==> src/rtl/uart_rd_sched.sv <==
// uart_rd_sched: round-robin scheduler sharing one transmit-buffer read port
// between NCH UART channels. A granted channel gets WORDS fixed-length slots;
// in each slot the shared address holds the word index and the channel's RD
// strobe pulses for RD_LEN clocks starting at slot count RD_START.
//
// state  | meaning
// IDLE   | no grant, waiting for any pending request
// ARB    | pick next pending channel round-robin from ptr
// SLOTS  | granted channel is being read, one word per slot
// DONE   | frame complete, done pulse visible, grant released
module uart_rd_sched #(
  parameter int NCH      = 5,
  parameter int WORDS    = 18,
  parameter int ADR_W    = 5,
  parameter int SLOT     = 64,
  parameter int RD_START = 40,
  parameter int RD_LEN   = 4
) (
  input  logic             clk,
  input  logic             rst,
  input  logic [NCH-1:0]   strob,
  output logic [NCH-1:0]   RD,
  output logic [ADR_W-1:0] RdAdr,
  output logic [NCH-1:0]   gnt,
  output logic             busy,
  output logic [NCH-1:0]   done
);

  localparam int SC_W = (SLOT > 1) ? $clog2(SLOT) : 1;
  localparam int GI_W = $clog2(NCH);

  typedef enum logic [1:0] {S_IDLE, S_ARB, S_SLOTS, S_DONE} state_t;

  state_t            state;
  logic [NCH-1:0]    s1, s2, prev;
  logic [NCH-1:0]    pending;
  logic [NCH-1:0]    pend_set;
  logic [GI_W-1:0]   ptr;
  logic [GI_W-1:0]   g;
  logic [GI_W-1:0]   sel;
  logic [SC_W-1:0]   sc;
  logic [SC_W-1:0]   sc_nxt;
  logic [ADR_W-1:0]  wc;
  logic              rd_on;
  logic              found;
  int                scan_i;

  // Two-flop synchronizer plus one history flop for rising-edge detection.
  always_ff @(posedge clk or negedge rst) begin
    if (!rst) begin
      s1   <= '0;
      s2   <= '0;
      prev <= '0;
    end else begin
      s1   <= strob;
      s2   <= s1;
      prev <= s2;
    end
  end

  // New requests: synchronized rising edges, except on the channel being served.
  assign pend_set = s2 & ~prev & ~gnt;

  // Round-robin pick: first pending channel at or after ptr.
  always_comb begin
    sel    = ptr;
    found  = 1'b0;
    scan_i = 0;
    for (int k = 0; k < NCH; k++) begin
      scan_i = int'(ptr) + k;
      if (scan_i >= NCH) scan_i = scan_i - NCH;
      if (!found && pending[scan_i]) begin
        found = 1'b1;
        sel   = GI_W'(scan_i);
      end
    end
  end

  // Slot counter look-ahead; RD is registered so it follows the next count.
  always_comb begin
    sc_nxt = (sc == SC_W'(SLOT - 1)) ? '0 : sc + 1'b1;
    rd_on  = (int'(sc_nxt) >= RD_START) && (int'(sc_nxt) < RD_START + RD_LEN);
  end

  // Scheduler FSM with all outputs registered.
  always_ff @(posedge clk or negedge rst) begin
    if (!rst) begin
      state   <= S_IDLE;
      pending <= '0;
      ptr     <= '0;
      g       <= '0;
      sc      <= '0;
      wc      <= '0;
      RD      <= '0;
      RdAdr   <= '0;
      gnt     <= '0;
      busy    <= 1'b0;
      done    <= '0;
    end else begin
      done    <= '0;
      pending <= pending | pend_set;
      case (state)
        S_IDLE: begin
          if (|pending) state <= S_ARB;
        end
        S_ARB: begin
          g     <= sel;
          gnt   <= {{(NCH-1){1'b0}}, 1'b1} << sel;
          busy  <= 1'b1;
          sc    <= '0;
          wc    <= '0;
          RdAdr <= '0;
          RD    <= '0;
          state <= S_SLOTS;
        end
        S_SLOTS: begin
          sc <= sc_nxt;
          RD <= rd_on ? gnt : '0;
          if (sc == SC_W'(SLOT - 1)) begin
            if (wc == ADR_W'(WORDS - 1)) begin
              state   <= S_DONE;
              done    <= gnt;
              gnt     <= '0;
              busy    <= 1'b0;
              RdAdr   <= '0;
              RD      <= '0;
              pending <= (pending | pend_set) & ~gnt;
              ptr     <= (g == GI_W'(NCH - 1)) ? '0 : g + 1'b1;
            end else begin
              wc    <= wc + 1'b1;
              RdAdr <= wc + 1'b1;
            end
          end
        end
        S_DONE: begin
          state <= S_IDLE;
        end
        default: state <= S_IDLE;
      endcase
    end
  end

endmodule
==> config.mk <==
export PLATFORM = sky130hd
export DESIGN_NAME = uart_rd_sched
export DESIGN_NICKNAME = d
export VERILOG_FILES = /design/src/rtl/uart_rd_sched.sv
export SDC_FILE = /design/constraint.sdc
export NUM_CORES = 1
export LEC_CHECK = 0
export CAP_MARGIN = 40
export CORE_MARGIN = 3
export CORE_UTILIZATION = 40
export CTS_BUF_LIST = sky130_fd_sc_hd__clkbuf_2
export CTS_CLUSTER_SIZE = 10
export DETAILED_ROUTE_END_ITERATION = 10
export PLACE_DENSITY_LB_ADDON = 0.08
export SLEW_MARGIN = 0
export SYNTH_ARGS = -nofsm -noshare
export SYNTH_HDL_FRONTEND = slang
export SYNTH_SLANG_ARGS = --single-unit
==> constraint.sdc <==
create_clock -name clk -period 5.27 [get_ports clk]
set_input_delay 1.054 -clock clk [delete_from_list [all_inputs] [get_ports clk]]
set_output_delay 1.054 -clock clk [all_outputs]
set_load 0.005 [all_outputs]
==> impl_metrics.ini, run 1 <==
[run_status]
status = completed

[finish]
final_util_pct = 46.7
drive_gt1_share_pct = 9.55
area_delta_synth_final_pct = 11.6
fin_nets = 443
num_antenna_cells = 0

[clock_network]
h-tree-depth = 3
cts_setup_buffers = 0
cts_resized = 0
hold_buffers = 0
clockRootBuffer = clkbuf_2
cts_tree = built
cts_made_buffers = 9
insertion_delay_ps = 480
clkTransAtPathRegs_ps = 190
clock-sinks = 60
clock_tree.buffer_depth = 2

[route]
drt.antenna.violating_nets = 0
totalWireLength_um = 8530
post-route-drc-count = 0
vias = 2943
wl_per_cell_um = 16.2
drtPass1Iterations = 4
viasPerCell = 5.58
drt-initial-drc-count = 134

[hold_path]
hold-path-endpoint = s2[2]$_DFF_PN0_
holdPathStages = 0
hold_path_class = flop to flop
min_from = s1[2]$_DFF_PN0_

[floorplanning]
initial_core_util_pct = 41.8
ios = 28
die_area_mm2 = 0.0105
row_count = 34
die_h_um = 102
core_mm2 = 0.00889
die_x_um = 102

[timing]
skew_ps = 57.8
finalCritPeriodShare_pct = 77.0
hold_slack_ps = 368
finalSetupViolations = 0
fmax_ghz = 0.247
layout_setup_ws_ps = 1210
slew_headroom_pct = 43.2
tightest_slew_ps = 845
slew_violations = 0
rsz0062_at_grt = no
fin_setup_tns_ps = 0
hold_violations = 0
min_period_ps = 4060

[critical_path]
crit_cells = 11
cp-start-kind = flop
slowest_stage = ha_1
critPathCaptureType = flop
path_max_fanout = 17
r2r_cells = 11
path_buf_inv = 1
path_class = flop to flop
crit_chain = inv_1, ha_1, o31a_1, o21ai_1, a21bo_2, a211oi_1, nor4_4, nand4_1, mux2i_2, nand3_1, o31ai_1
cp_data_required_time_ps = 5620
regToRegEndpoint = gnt[1]$_DFFE_PN0P_
regToRegSetupSlack_ps = 1210
r2r-start = ptr[1]$_DFFE_PN0P_
crit_family = compound AO/OA/AOI/OAI gates
slowest_delay_ps = 690
crit_arrival_ps = 4410

[placement]
post-place-ws_ps = 1300
place.gp.congestion = 0.832
port_buffers = 27
detailed_place_hpwl_um = 5900

[yosys]
yosysWarnings = 0
yosys-top-cells-area = dfrtp_1 (40%), ha_1 (7.1%), nand2_1 (4.4%), o21ai_0 (4.0%), a21oi_1 (2.8%)
synth_cell_types = 67
synth_top_area_share_pct = 40.4
yosysMostFrequentCell = dfrtp_1
async_reset_ff_share_pct = 100
yosysTopAreaCell = dfrtp_1
synthesis.nets = 420
synthesis.area_mm2 = 0.00372
synth-edff-count = 0
synth_cells = 392
yosysSeqAreaShare_pct = 40.4
synthFlopType = dfrtp_1
synth.avg_cell_area_um2 = 9.48
ys_ff_latch = 60
synth_common_cells = dfrtp_1 (60), nand2_1 (44), o21ai_0 (30)

[global_routing]
grt_overflow = 0
grt_usage_pct = 17.5
grt_pass1_wl_um = 14300
antenna_found_initial = 0
grt_pass1_vias = 2838
grt_max_degree = 61

[power_and_ir_drop]
cellPowerDensity_mw_per_mm2 = 274
power.leakage_nw = 1.76
irDropWorstVdd_mv = 0.169

[run]
maxCapViolCount = 0
## state kept, by name (all words and copies together), names as in the netlist
name     flops
pending      5
g            3
RD           5
gnt          5
wc           5
state        2
s1           5
RdAdr        5
sc           6
ptr          3
s2           5
done         5
busy         1
prev         5
## through the flow
stage                     area, um^2  power (mW)  std cells
after detailed placement        4050       0.871        512
after global placement          4050       0.869        512
after floorplan                 3720       0.766        392
after global routing            4150        1.23        527
final                           4150        1.14        527
after CTS                       4150        1.15        527
## cell type report
type | count | area, um^2
tap | 108 | 135
inverter | 26 | 97.6
multi-input combinational | 288 | 2030
sequential | 60 | 1500
fill | 840 | 4740
clock inverter | 6 | 56.3
clock buffer | 9 | 45.0
timing repair buffer | 30 | 288
## cell families (layout without fill, tap and decap cells)
family          Yosys count  in the layout  share of synthesized area [%]
compound gates          108            108                           20.2
mux                      19             19                           7.03
xor+xnor                  8              8                           2.09
flops                    60             60                           40.4
buf+inv                  44             71                           5.08
fa+ha+maj                21             21                           7.07
simple gates            132            132                           18.1
## placed cells by master, fill, tap and decap left out, drive strengths merged, types with 3 or more instances in the layout
master         instances
xnor2                  4
ha                    21
nor3                   7
a21oi                 23
nor4                   3
a211oi                 3
nand2b                 7
nor2b                  7
clkinv                 5
xor2                   4
mux2i                 10
o31a                   3
nor3b                  3
or4                    3
a21o                   3
clkbuf                 9
o22ai                  5
and2                   8
nor2                  25
nand4                  3
nand3                 12
dfrtp                 60
a32o                   3
buf                    4
o31ai                 10
inv                   25
a211o                  4
clkdlybuf4s50         26
nand2                 44
o21ai                 32
or2                    3
mux4                   4
mux2                   5
## worst reg2reg max path, delay by kind of cell, from the launching register on
kind | cells | cell delay [ps]
multiplexers | 1 | 400
AO/OA/AOI/OAI | 5 | 1390
AND/OR/NAND/NOR | 3 | 580
flip-flops | 1 | 600
adder cells (fa/ha/maj) | 1 | 690
buffers and inverters | 1 | 300
## how the worst max path moves through the flow
stage	start	to	slack, ps
5_1_grt	ptr[1]$_DFFE_PN0P_	gnt[1]$_DFFE_PN0P_	770
6_report	ptr[1]$_DFFE_PN0P_	gnt[1]$_DFFE_PN0P_	1210
4_1_cts	ptr[1]$_DFFE_PN0P_	gnt[1]$_DFFE_PN0P_	1230
3_5_place_dp	ptr[1]$_DFFE_PN0P_	gnt[1]$_DFFE_PN0P_	1300
3_3_place_gp	ptr[1]$_DFFE_PN0P_	gnt[0]$_DFFE_PN0P_	1500
2_1_floorplan	ptr[0]$_DFFE_PN0P_	gnt[4]$_DFFE_PN0P_	1930
## layer usage
metal / share of wire [%] / global-route usage [%] / routed length [um]
met1: 52 / 26.4 / 4410
met2: 45 / 26.0 / 3820
met3: 3.0 / 2.59 / 254
met4: 0.49 / 5.05 / 42
met5: 0 / 0 / 0
## power by group
| group | internal, mW | leakage [nW] | switching (mW) | total (mW) |
|---|---|---|---|---|
| Combinational | 0.107 | 0.930 | 0.212 | 0.320 |
| Sequential | 0.502 | 0.762 | 0.0373 | 0.540 |
| Clock | 0.103 | 0.0650 | 0.173 | 0.276 |
| Total | 0.713 | 1.76 | 0.423 | 1.14 |
(Power assumes the default switching activity.)
==> inputs of run 2 (changes only) <==
- clock period: 5.27 -> 3.31 ns (I/O delays scaled with it)
==> run 2 against run 1 <==
  * Clock power rose by 39%
  * Worst hold slack improved by 5.7 ps
  * Core utilization rose by 4.4 points
  * Count of clock-buffer cells in the layout did not move
  * Fmax rose by 30%
  * Critical path type unchanged
  * Design area rose by 9.4%
  * Sequential share of layout area fell by 3.1 points
  * Global-route usage rose by 1.7 points
  * Setup slack got worse by 1000 ps
  * Cell count rose by 6.6%
  * Combinational power rose by 68%
  * Highest routed layer unchanged
  * Critical endpoint is now gnt[4]$_DFFE_PN0P_
  * Sequential power rose by 60%
==> impl_metrics.ini, run 2 (same netlist as run 1, synthesis figures left out) <==
[clock_network]
cts_made_buffers = 9
clock_tree.buffer_depth = 2
cts_tree = built
clock-sinks = 60
clockRootBuffer = clkbuf_2
insertion_delay_ps = 470
h-tree-depth = 3
clkTransAtPathRegs_ps = 190

[route]
totalWireLength_um = 9330
vias = 3113
wl_per_cell_um = 16.6
drtPass1Iterations = 4
post-route-drc-count = 0
drt-initial-drc-count = 144
viasPerCell = 5.54
drt.antenna.violating_nets = 0

[finish]
num_antenna_cells = 0
final_common_cell = dfrtp_1
area_delta_synth_final_pct = 22.1
final_cells = 562
final_cell_mix = dfrtp_1 (59), nand2_1 (43), buf_4 (32)
final_util_pct = 51.1
fin_area_mm2 = 0.00454
regMostFlops = sc
drive_gt1_share_pct = 20.3
fin_nets = 477
largest_register_ffs = 6

[critical_path]
cp_data_required_time_ps = 3710
crit_family = compound AO/OA/AOI/OAI gates
path_max_fanout = 6
path_class = flop to flop
crit_arrival_ps = 3520
slowest_delay_ps = 500
crit_chain = buf_6, ha_2, a211o_1, or4_4, a221oi_4, nor2_4, a211oi_1, o21ai_0, a22o_1, a21oi_4, a32o_1
critPathCaptureType = flop
slowest_stage = or4_4
path_buf_inv = 1
cp-start-kind = flop

[timing]
slew_headroom_pct = 47.8
fmax_ghz = 0.321
hold_slack_ps = 374
fin_setup_tns_ps = 0
min_period_ps = 3120
tightest_slew_ps = 778
skew_ps = 28.2
finalSetupViolations = 0
finalCritPeriodShare_pct = 94.2
slew_violations = 0
hold_violations = 0

[placement]
detailed_place_hpwl_um = 6560
port_buffers = 27
place_inst = 537
dpl_cell_area_mm2 = 0.00427
place.gp.congestion = 0.833

[hold_path]
hold_path_class = flop to flop

[floorplanning]
core_mm2 = 0.00889
initial_core_util_pct = 41.8
ios = 28
row_count = 34
die_x_um = 102
die_h_um = 102
die_area_mm2 = 0.0105

[power_and_ir_drop]
irDropWorstVdd_mv = 0.310
power.leakage_nw = 1.92
cellPowerDensity_mw_per_mm2 = 393

[global_routing]
grt_pass1_vias = 2981
antenna_found_initial = 0
grt_pass1_wl_um = 15600
grt_max_degree = 36
grt_overflow = 0
grt_usage_pct = 19.2

[run]
maxCapViolCount = 0

[run_status]
status = completed
[run 2: cell types whose count changed in the layout (fill, tap and decap cells not counted), moves of 2 or more]
cell	delta
clkinv_2	-2
buf_4	+29
ha_4	+3
ha_2	+4
ha_1	-7
buf_12	+2
inv_2	+2
buf_6	+2
clkinvlp_4	+2
nor2b_1	-2
[run 2: area by class of cell]
cell class / instances / area, um^2
multi-input cells: 288 / 2140
fillers: 830 / 4350
repair buffers: 64 / 578
clock inverters: 7 / 43.8
inverters: 26 / 97.6
well taps: 108 / 135
clock buffers: 9 / 45.0
flip-flops and latches: 60 / 1500
[run 2: worst paths after layout]
check,from,to,slack (ps),depth (start not counted)
max in group asynchronous,rst,g[2]$_DFFE_PN0P_,2200,3
setup reg to reg,ptr[1]$_DFFE_PN0P_,gnt[4]$_DFFE_PN0P_,190,11
setup / recovery,ptr[1]$_DFFE_PN0P_,gnt[4]$_DFFE_PN0P_,190,11
hold reg to reg,s1[0]$_DFF_PN0_,s2[0]$_DFF_PN0_,370,0
min in group asynchronous,rst,wc[0]$_DFFE_PN0P_,590,2
hold / removal,s1[0]$_DFF_PN0_,s2[0]$_DFF_PN0_,370,0
[run 2: stage by stage]
stage / setup slack, ps / power (mW)
after floorplan: 19.2 / 1.22
after global placement: 112 / 1.40
after detailed placement: 32.0 / 1.41
after CTS: 27.2 / 1.81
after global routing: -8.70 / 1.94
final: 192 / 1.79
[run 2: per-layer routing]
layer	up-vias	part of all wire, %	GRT usage, %
met1	1508	50	29.1
met2	72	44	27.3
met4	0	1.7	5.95
met5	-	0	0
li1	1521	-	-
met3	12	3.9	4.16
[run 2: timing repair]
action	CTS	global route
pin swaps	0	7
hold endpoints to repair	0	3
hold buffers	0	1
buffers inserted	0	8
setup endpoints to repair	1	7
resized for setup	1	25
[run 2: worst register-to-register path: stages, from the launching register on]
cell	delay, ps
dfrtp_1	440
buf_6	150
ha_2	190
a211o_1	280
or4_4	500
a221oi_4	340
nor2_4	90
a211oi_1	220
o21ai_0	110
a22o_1	280
a21oi_4	250
a32o_1	200
[run 2: power breakdown]
group | total (mW) | internal, mW | switching [mW]
clock network | 0.384 | 0.0930 | 0.291
logic | 0.536 | 0.181 | 0.355
registers | 0.866 | 0.800 | 0.0663
==> inputs of run 3 (changes only) <==
- CORE_MARGIN: 3 -> 10
- SKIP_CTS_REPAIR_TIMING: not set -> 1
==> run 3 against run 2 <==
  * Clock power is 25% higher
  * Wire length is 1.4% lower
  * Die area is 29% higher
  * Global-route usage is 4.9 points lower
  * Register-to-register slack worse by 60 ps
  * Clock skew is 6.1 ps higher
  * Power is 5.6% higher
  * Fmax is 1.8% lower
  * Largest cell class unchanged
  * Highest routed layer unchanged
==> impl_metrics.ini, run 3 (same netlist as run 1, synthesis figures left out) <==
[run_status]
status = completed

[floorplanning]
ios = 28
die_area_mm2 = 0.0135
die_x_um = 116
die_h_um = 116
row_count = 35
core_mm2 = 0.00915
initial_core_util_pct = 40.6

[global_routing]
antenna_found_initial = 0
grt_pass1_wl_um = 15200
grt_pass1_vias = 2930
grt_overflow = 0
grt_max_degree = 30
grt_usage_pct = 14.3

[power_and_ir_drop]
cellPowerDensity_mw_per_mm2 = 424
irDropWorstVdd_mv = 0.269
swShare_pct = 37.7
power_frac_seq_pct = 45.6
power.leakage_nw = 1.91
clkPwrFrac_pct = 25.4
p_comb_share_pct = 29.0
p_switching_mw = 0.711
p_int_mw = 1.18

[route]
viasPerCell = 5.48
drtPass1Iterations = 4
totalWireLength_um = 9190
wl_per_cell_um = 16.5
drt-initial-drc-count = 253
vias = 3055
drt.antenna.violating_nets = 0
post-route-drc-count = 0

[critical_path]
cp_data_required_time_ps = 3720
path_max_fanout = 9
path_class = flop to flop
crit_arrival_ps = 3580
critPathCaptureType = flop
cp-start-kind = flop

[finish]
drive_gt1_share_pct = 17.9
fin_nets = 469
fillCellCount = 893
largest_register_ffs = 6
final_cell_mix = dfrtp_1 (60), nand2_1 (44), o21ai_0 (30)
final_common_cell = dfrtp_1
regMostFlops = sc
area_delta_synth_final_pct = 19.8
num_antenna_cells = 0
final_cells = 557

[timing]
slew_violations = 0
hold_violations = 0
fmax_ghz = 0.315
finalSetupViolations = 0
fin_setup_tns_ps = 0
finalCritPeriodShare_pct = 95.9
tightest_slew_ps = 758
skew_ps = 34.3
slew_headroom_pct = 49.1
min_period_ps = 3170

[placement]
place.gp.congestion = 0.826
place_inst = 538
port_buffers = 27
detailed_place_hpwl_um = 6840

[clock_network]
clock_tree.buffer_depth = 2
insertion_delay_ps = 480
clockRootBuffer = clkbuf_2
h-tree-depth = 3
clock-sinks = 60
cts_tree = built
clkTransAtPathRegs_ps = 200
cts_made_buffers = 9

[run]
maxCapViolCount = 0

[hold_path]
hold_path_class = input pin to asynchronous set/reset pin
-- run 3: critical path: stages (launching register included) --
cell	delay (ps)
dfrtp_1	430
buf_4	180
ha_2	210
a211o_1	280
or4_4	500
a221oi_4	350
nor2_4	100
mux2i_1	140
xnor2_1	260
a21oi_2	100
mux2_2	310
o31ai_2	230
-- run 3: metrics by stage --
stage / worst slack [ps] / utilization [%] / hold slack (ps) / instance area, um^2 / total power [mW]
2_1_floorplan: 19.2 / - / 331 / 3730 / 1.22
3_3_place_gp: 17.6 / 46.4 / 333 / 4240 / 1.39
3_5_place_dp: 25.4 / 46.6 / 335 / 4260 / 1.41
4_1_cts: -46.7 / 47.9 / 67.2 / 4390 / 1.89
5_1_grt: -1.20 / 48.7 / 72.6 / 4450 / 2.02
6_report: 137 / 48.7 / 96.4 / 4450 / 1.89
-- run 3: worst paths after layout --
check,startpoint,to,slack (ps),depth (start not counted)
min,rst,prev[1]$_DFF_PN0_,100,1
max reg2reg,ptr[1]$_DFFE_PN0P_,gnt[0]$_DFFE_PN0P_,140,11
min reg2reg,s1[3]$_DFF_PN0_,s2[3]$_DFF_PN0_,360,0
max in group asynchronous,rst,RdAdr[2]$_DFFE_PN0P_,2420,3
max,ptr[1]$_DFFE_PN0P_,gnt[0]$_DFFE_PN0P_,140,11
min in group clk,s1[3]$_DFF_PN0_,s2[3]$_DFF_PN0_,360,0
-- run 3: layout make-up --
class                           count  area, um^2  share of cell area [%]
Inverter                           26        97.6                    2.19
Multi-Input combinational cell    288        2080                    46.8
Clock inverter                      6        72.6                    1.63
Tap cell                          111         139                    3.12
Sequential cell                    60        1500                    33.7
Clock buffer                       10        50.0                    1.12
Timing Repair Buffer               56         508                    11.4
-- run 3: power groups by stage --
stage	sequential [mW]	clock [mW]	combinational (mW)
after floorplan	0.859	0	0.360
after global placement	0.870	0	0.521
after detailed placement	0.871	0	0.536
after CTS	0.859	0.497	0.539
after global routing	0.871	0.524	0.622
final	0.860	0.479	0.548
-- run 3: routing by layer --
layer | routed length (um) | vias to the layer above | GRT usage (%)
met3 | 356 | 14 | 2.47
met1 | 4350 | 1476 | 18.7
met4 | 170 | 0 | 5.75
li1 | - | 1505 | -
met5 | 0 | - | 0
met2 | 4320 | 60 | 22.9
==> RTL edit 1: new RTL, config.mk and constraints of run 2 <==
Encoding of `state_t`: now one-hot (4 bits for 4 states).
--- a/src/rtl/uart_rd_sched.sv
+++ b/src/rtl/uart_rd_sched.sv
@@ -29,7 +29,7 @@
   localparam int SC_W = (SLOT > 1) ? $clog2(SLOT) : 1;
   localparam int GI_W = $clog2(NCH);
 
-  typedef enum logic [1:0] {S_IDLE, S_ARB, S_SLOTS, S_DONE} state_t;
+  typedef enum logic [3:0] {S_IDLE = 4'b0001, S_ARB = 4'b0010, S_SLOTS = 4'b0100, S_DONE = 4'b1000} state_t;
 
   state_t            state;
   logic [NCH-1:0]    s1, s2, prev;
Check against the original RTL: no difference found for any inputs over 10 cycles, from zero or initial values and one cycle with rst low; not proved beyond that.
==> RTL edit 1 against run 2 <==
Worst setup slack got worse by 0.025 ns; synthesized cell count is 2.6% lower; total power shrank 6.7%; routed wire length shrank 4.0%; area after synthesis down 1.4%; combinational power fell by 45%; sequential cell count grew 2; final area fell by 5.0%; final cell count shrank 4.4%; critical endpoint unchanged; highest routed layer unchanged.
==> RTL edit 1: results (changes against run 2) <==
[outcome]
outcome=complete, no violations

[routing]
dr.pass1.iters=4  ; unchanged
via_per_inst=5.61  ; +1.4%
routed_wl_um=8950  ; -4.0%
drt_iter0_markers=143  ; -0.69%
vias=3015  ; -3.1%

[place]
dp_slack_ns=0.153  ; +0.121 ns
dp_hpwl_um=6460  ; -1.6%
placed_cells=519  ; -3.4%
dpl_cell_area_um2=4140  ; -3.2%
port_buffers=27  ; unchanged
place_congestion=0.849  ; +2.0%

[critical_path]
critPathMaxStageDelay_ns=0.53  ; +0.03 ns
cp_top_family=multiplexers
path_max_fanout=9  ; +3
r2r_setup_slack_ns=0.17  ; -0.02 ns
crit_arrival_ns=3.52  ; about the same
slowest_stage=mux4_2

[logic_synthesis]
synth_mux_area_frac=0.0512  ; -0.0191
synth_area_leaders=dfrtp_1 42%, ha_1 5.8%, nand2_1 4.2%, o21ai_0 4.0%, mux2i_1 3.3%
synth_fp_nets=406  ; -3.3%
synthDistinctLibCells=64  ; -4.5%
synth_fa_ha_area_frac=0.0581  ; -0.0126
syn-instance-count=382  ; -2.6%
synth_xor_area_frac=0.0260  ; +0.00509
ys_seq_area_frac=0.424  ; +0.0199
ys_warn_count=0  ; unchanged
netlist_top_cells_count=61 x dfrtp_1, 41 x nand2_1, 29 x o21ai_0
synth_compound_area_frac=0.205  ; +0.00263
synthArstFlopShare=1.00  ; unchanged

[power]
internal_power_mw=1.14  ; +5.7%
p_leak_nw=1.85  ; -3.2%
p_clk_mw=0.464  ; +21%
p_seq_frac=0.546  ; +0.061
swShare=0.319  ; -0.0797
vdd_drop_max_uv=202  ; -35%

[finish]
nNetsFinal=448  ; -6.1%
diodes=0  ; unchanged
drive_gt1_frac=0.163  ; -0.0395
regArea_um2=1550  ; +3.4%
nFillCells=846  ; +1.9%

[grt]
grt_max_degree=29  ; -19%
track_usage=0.185  ; -0.00709
antenna_found_initial=0  ; unchanged
grt_pass1_wl_um=15000  ; -3.7%

[sta]
tightestPinTransition_ns=0.817  ; +0.0398 ns
fin_skew_ns=0.0270  ; -0.00118 ns
hold_slack_ns=0.0552  ; -0.319 ns

[clock_tree]
cts.path.max_buffers=2  ; unchanged
cts_buffers=9  ; unchanged
root_buffer=clkbuf_2

[worst_hold_path]
hold_class=in2async

-- RTL edit 1: changes by cell type after synthesis, moves of 4 or more --
cell	before	now
mux2_2	5	0
mux2i_1	8	12
inv_1	25	12
a22o_1	2	7
ha_1	21	17
o31ai_1	10	6
-- RTL edit 1: what timing repair did --
action                                 in CTS  in global routing
resized for setup                           0                 13
endpoints found under the hold margin       0                  0
setup endpoints to repair                   0                  7
hold buffers                                0                  0
buffers inserted                            0                  2
-- RTL edit 1: worst max-delay path by stage --
stage | start | endpoint | slack [ns] | cells after the start
after floorplan | ptr[1] | gnt[0] | 0.03 | 13
after global placement | ptr[1] | gnt[1] | 0.15 | 10
after detailed placement | ptr[1] | gnt[1] | 0.15 | 10
after CTS | ptr[1] | gnt[1] | 0.1 | 10
after global routing | ptr[1] | gnt[4] | 0.004 | 11
final | ptr[1] | gnt[4] | 0.17 | 11
-- RTL edit 1: cell families (layout without fill, tap and decap cells) --
family,count (synthesis),in the layout
AOI/OAI and AO/OA,106,106
xor gates and xnor gates,10,10
adders and majority gates,17,17
buffers and inverters,33,80
DFF,62,62
muxes,15,15
and+or+nand+nor,139,139
-- RTL edit 1: per-layer routing --
metal  up-vias  track usage  share of wire
li1       1465            -              -
met1      1490        0.232           0.45
met2        52        0.319           0.51
met3         8       0.0455          0.033
met4         0       0.0501          0.014
met5         -            0              0
-- RTL edit 1: layout make-up --
cell class,count,area share
Multi-Input combinational cell,287,0.467
Sequential cell,62,0.360
Timing Repair Buffer,50,0.103
Tap cell,108,0.0313
Clock buffer,12,0.0139
Inverter,14,0.0128
Clock inverter,4,0.0113
==> RTL edit 2: new RTL, flow settings as in run 2 <==
Without the edit above. Change the parameter `SLOT` from 64 to 32.
--- a/src/rtl/uart_rd_sched.sv
+++ b/src/rtl/uart_rd_sched.sv
@@ -12,7 +12,7 @@
   parameter int NCH      = 5,
   parameter int WORDS    = 18,
   parameter int ADR_W    = 5,
-  parameter int SLOT     = 64,
+  parameter int SLOT     = 32,
   parameter int RD_START = 40,
   parameter int RD_LEN   = 4
 ) (
Behaviour: no difference found for any inputs over 10 cycles, from zero or initial values and one cycle with rst low; that may be too few to reach the edited logic, so the function may still have changed.
==> RTL edit 2 against run 2 <==
Final area down 9.1%; worst setup slack worse by 0.14 ns; combinational power down 38%; routed wire length down 17%; final cell count down 10%; total power down 25%; area after synthesis down 11%; die area down 11%; sequential cell count down 6.
==> RTL edit 2: results (changes against run 2) <==
[sta]
fin_skew_ns=0.00806  ; -0.0202 ns
fin_crit_ns=3.26  ; +0.139 ns
hold_slack_ns=0.114  ; -0.260 ns

[critical_path]
crit_arrival_ns=3.62  ; +0.10 ns
critPathMaxStageDelay_ns=0.46  ; -0.04 ns
critPathCapture=gnt[1]
r2r_setup_slack_ns=0.05  ; -0.14 ns
slowest_stage=dfrtp_1
worstRegToRegCells=13  ; +2

[finish]
drive_gt1_frac=0.239  ; +0.0368
fin_cells=503  ; -10%
nFillCells=766  ; -7.7%

[clock_tree]
cts_buffers=5  ; -4
clk_pin_slew_ns=0.27  ; +0.08 ns

[logic_synthesis]
synthDistinctLibCells=62  ; -7.5%
syn_avg_cell_area_um2=9.64  ; +1.6%
netlist_top_cells_count=54 x dfrtp_1, 29 x nand2_1, 23 x a21oi_1, 23 x nor2_1, 21 x ha_1
ys_seq_area_frac=0.410  ; +0.00612
synth_compound_area_frac=0.201  ; -0.00107
synth_xor_area_frac=0.0182  ; -0.00265
synth_fa_ha_area_frac=0.0797  ; +0.00904

[outcome]
outcome=complete, no violations

[place]
placed_cells=488  ; -9.1%
place_congestion=0.870  ; +4.5%
dpl_cell_area_um2=3840  ; -10%
dp_slack_ns=-0.0866  ; -0.119 ns
port_buffers=22  ; -19%

[routing]
vias=2689  ; -14%

[grt]
grt_pass1_vias=2640  ; -11%

[power]
vdd_drop_max_uv=331  ; +6.5%

[worst_hold_path]
hold_class=in2async

==> RTL edit 2: layout make-up <==
| type | instances | area (um^2) | area share |
|---|---|---|---|
| Multi-Input combinational cell | 254 | 1960 | 0.474 |
| Sequential cell | 54 | 1350 | 0.328 |
| Timing Repair Buffer | 68 | 581 | 0.141 |
| Tap cell | 102 | 128 | 0.0309 |
| Inverter | 17 | 63.8 | 0.0155 |
| Clock buffer | 5 | 25.0 | 0.00607 |
| Clock inverter | 3 | 20.0 | 0.00485 |
==> RTL edit 2: report_power, final <==
part / internal, mW / switching [mW] / leakage [nW]
registers: 0.710 / 0.0380 / 0.679
logic: 0.133 / 0.200 / 1.11
clock network: 0.0525 / 0.207 / 0.0270
==> RTL edit 2: metal layers <==
layer  global-route usage  wire (um)
met1                0.232       3630
met2                0.271       3740
met3               0.0260        274
met4               0.0421        102
met5                    0          0
==> RTL edit 2: what timing repair did <==
item | in CTS | in global routing
pin swaps | 2 | 7
gates resized for setup | 6 | 30
endpoints found under the setup margin | 4 | 7
setup buffers | 2 | 5
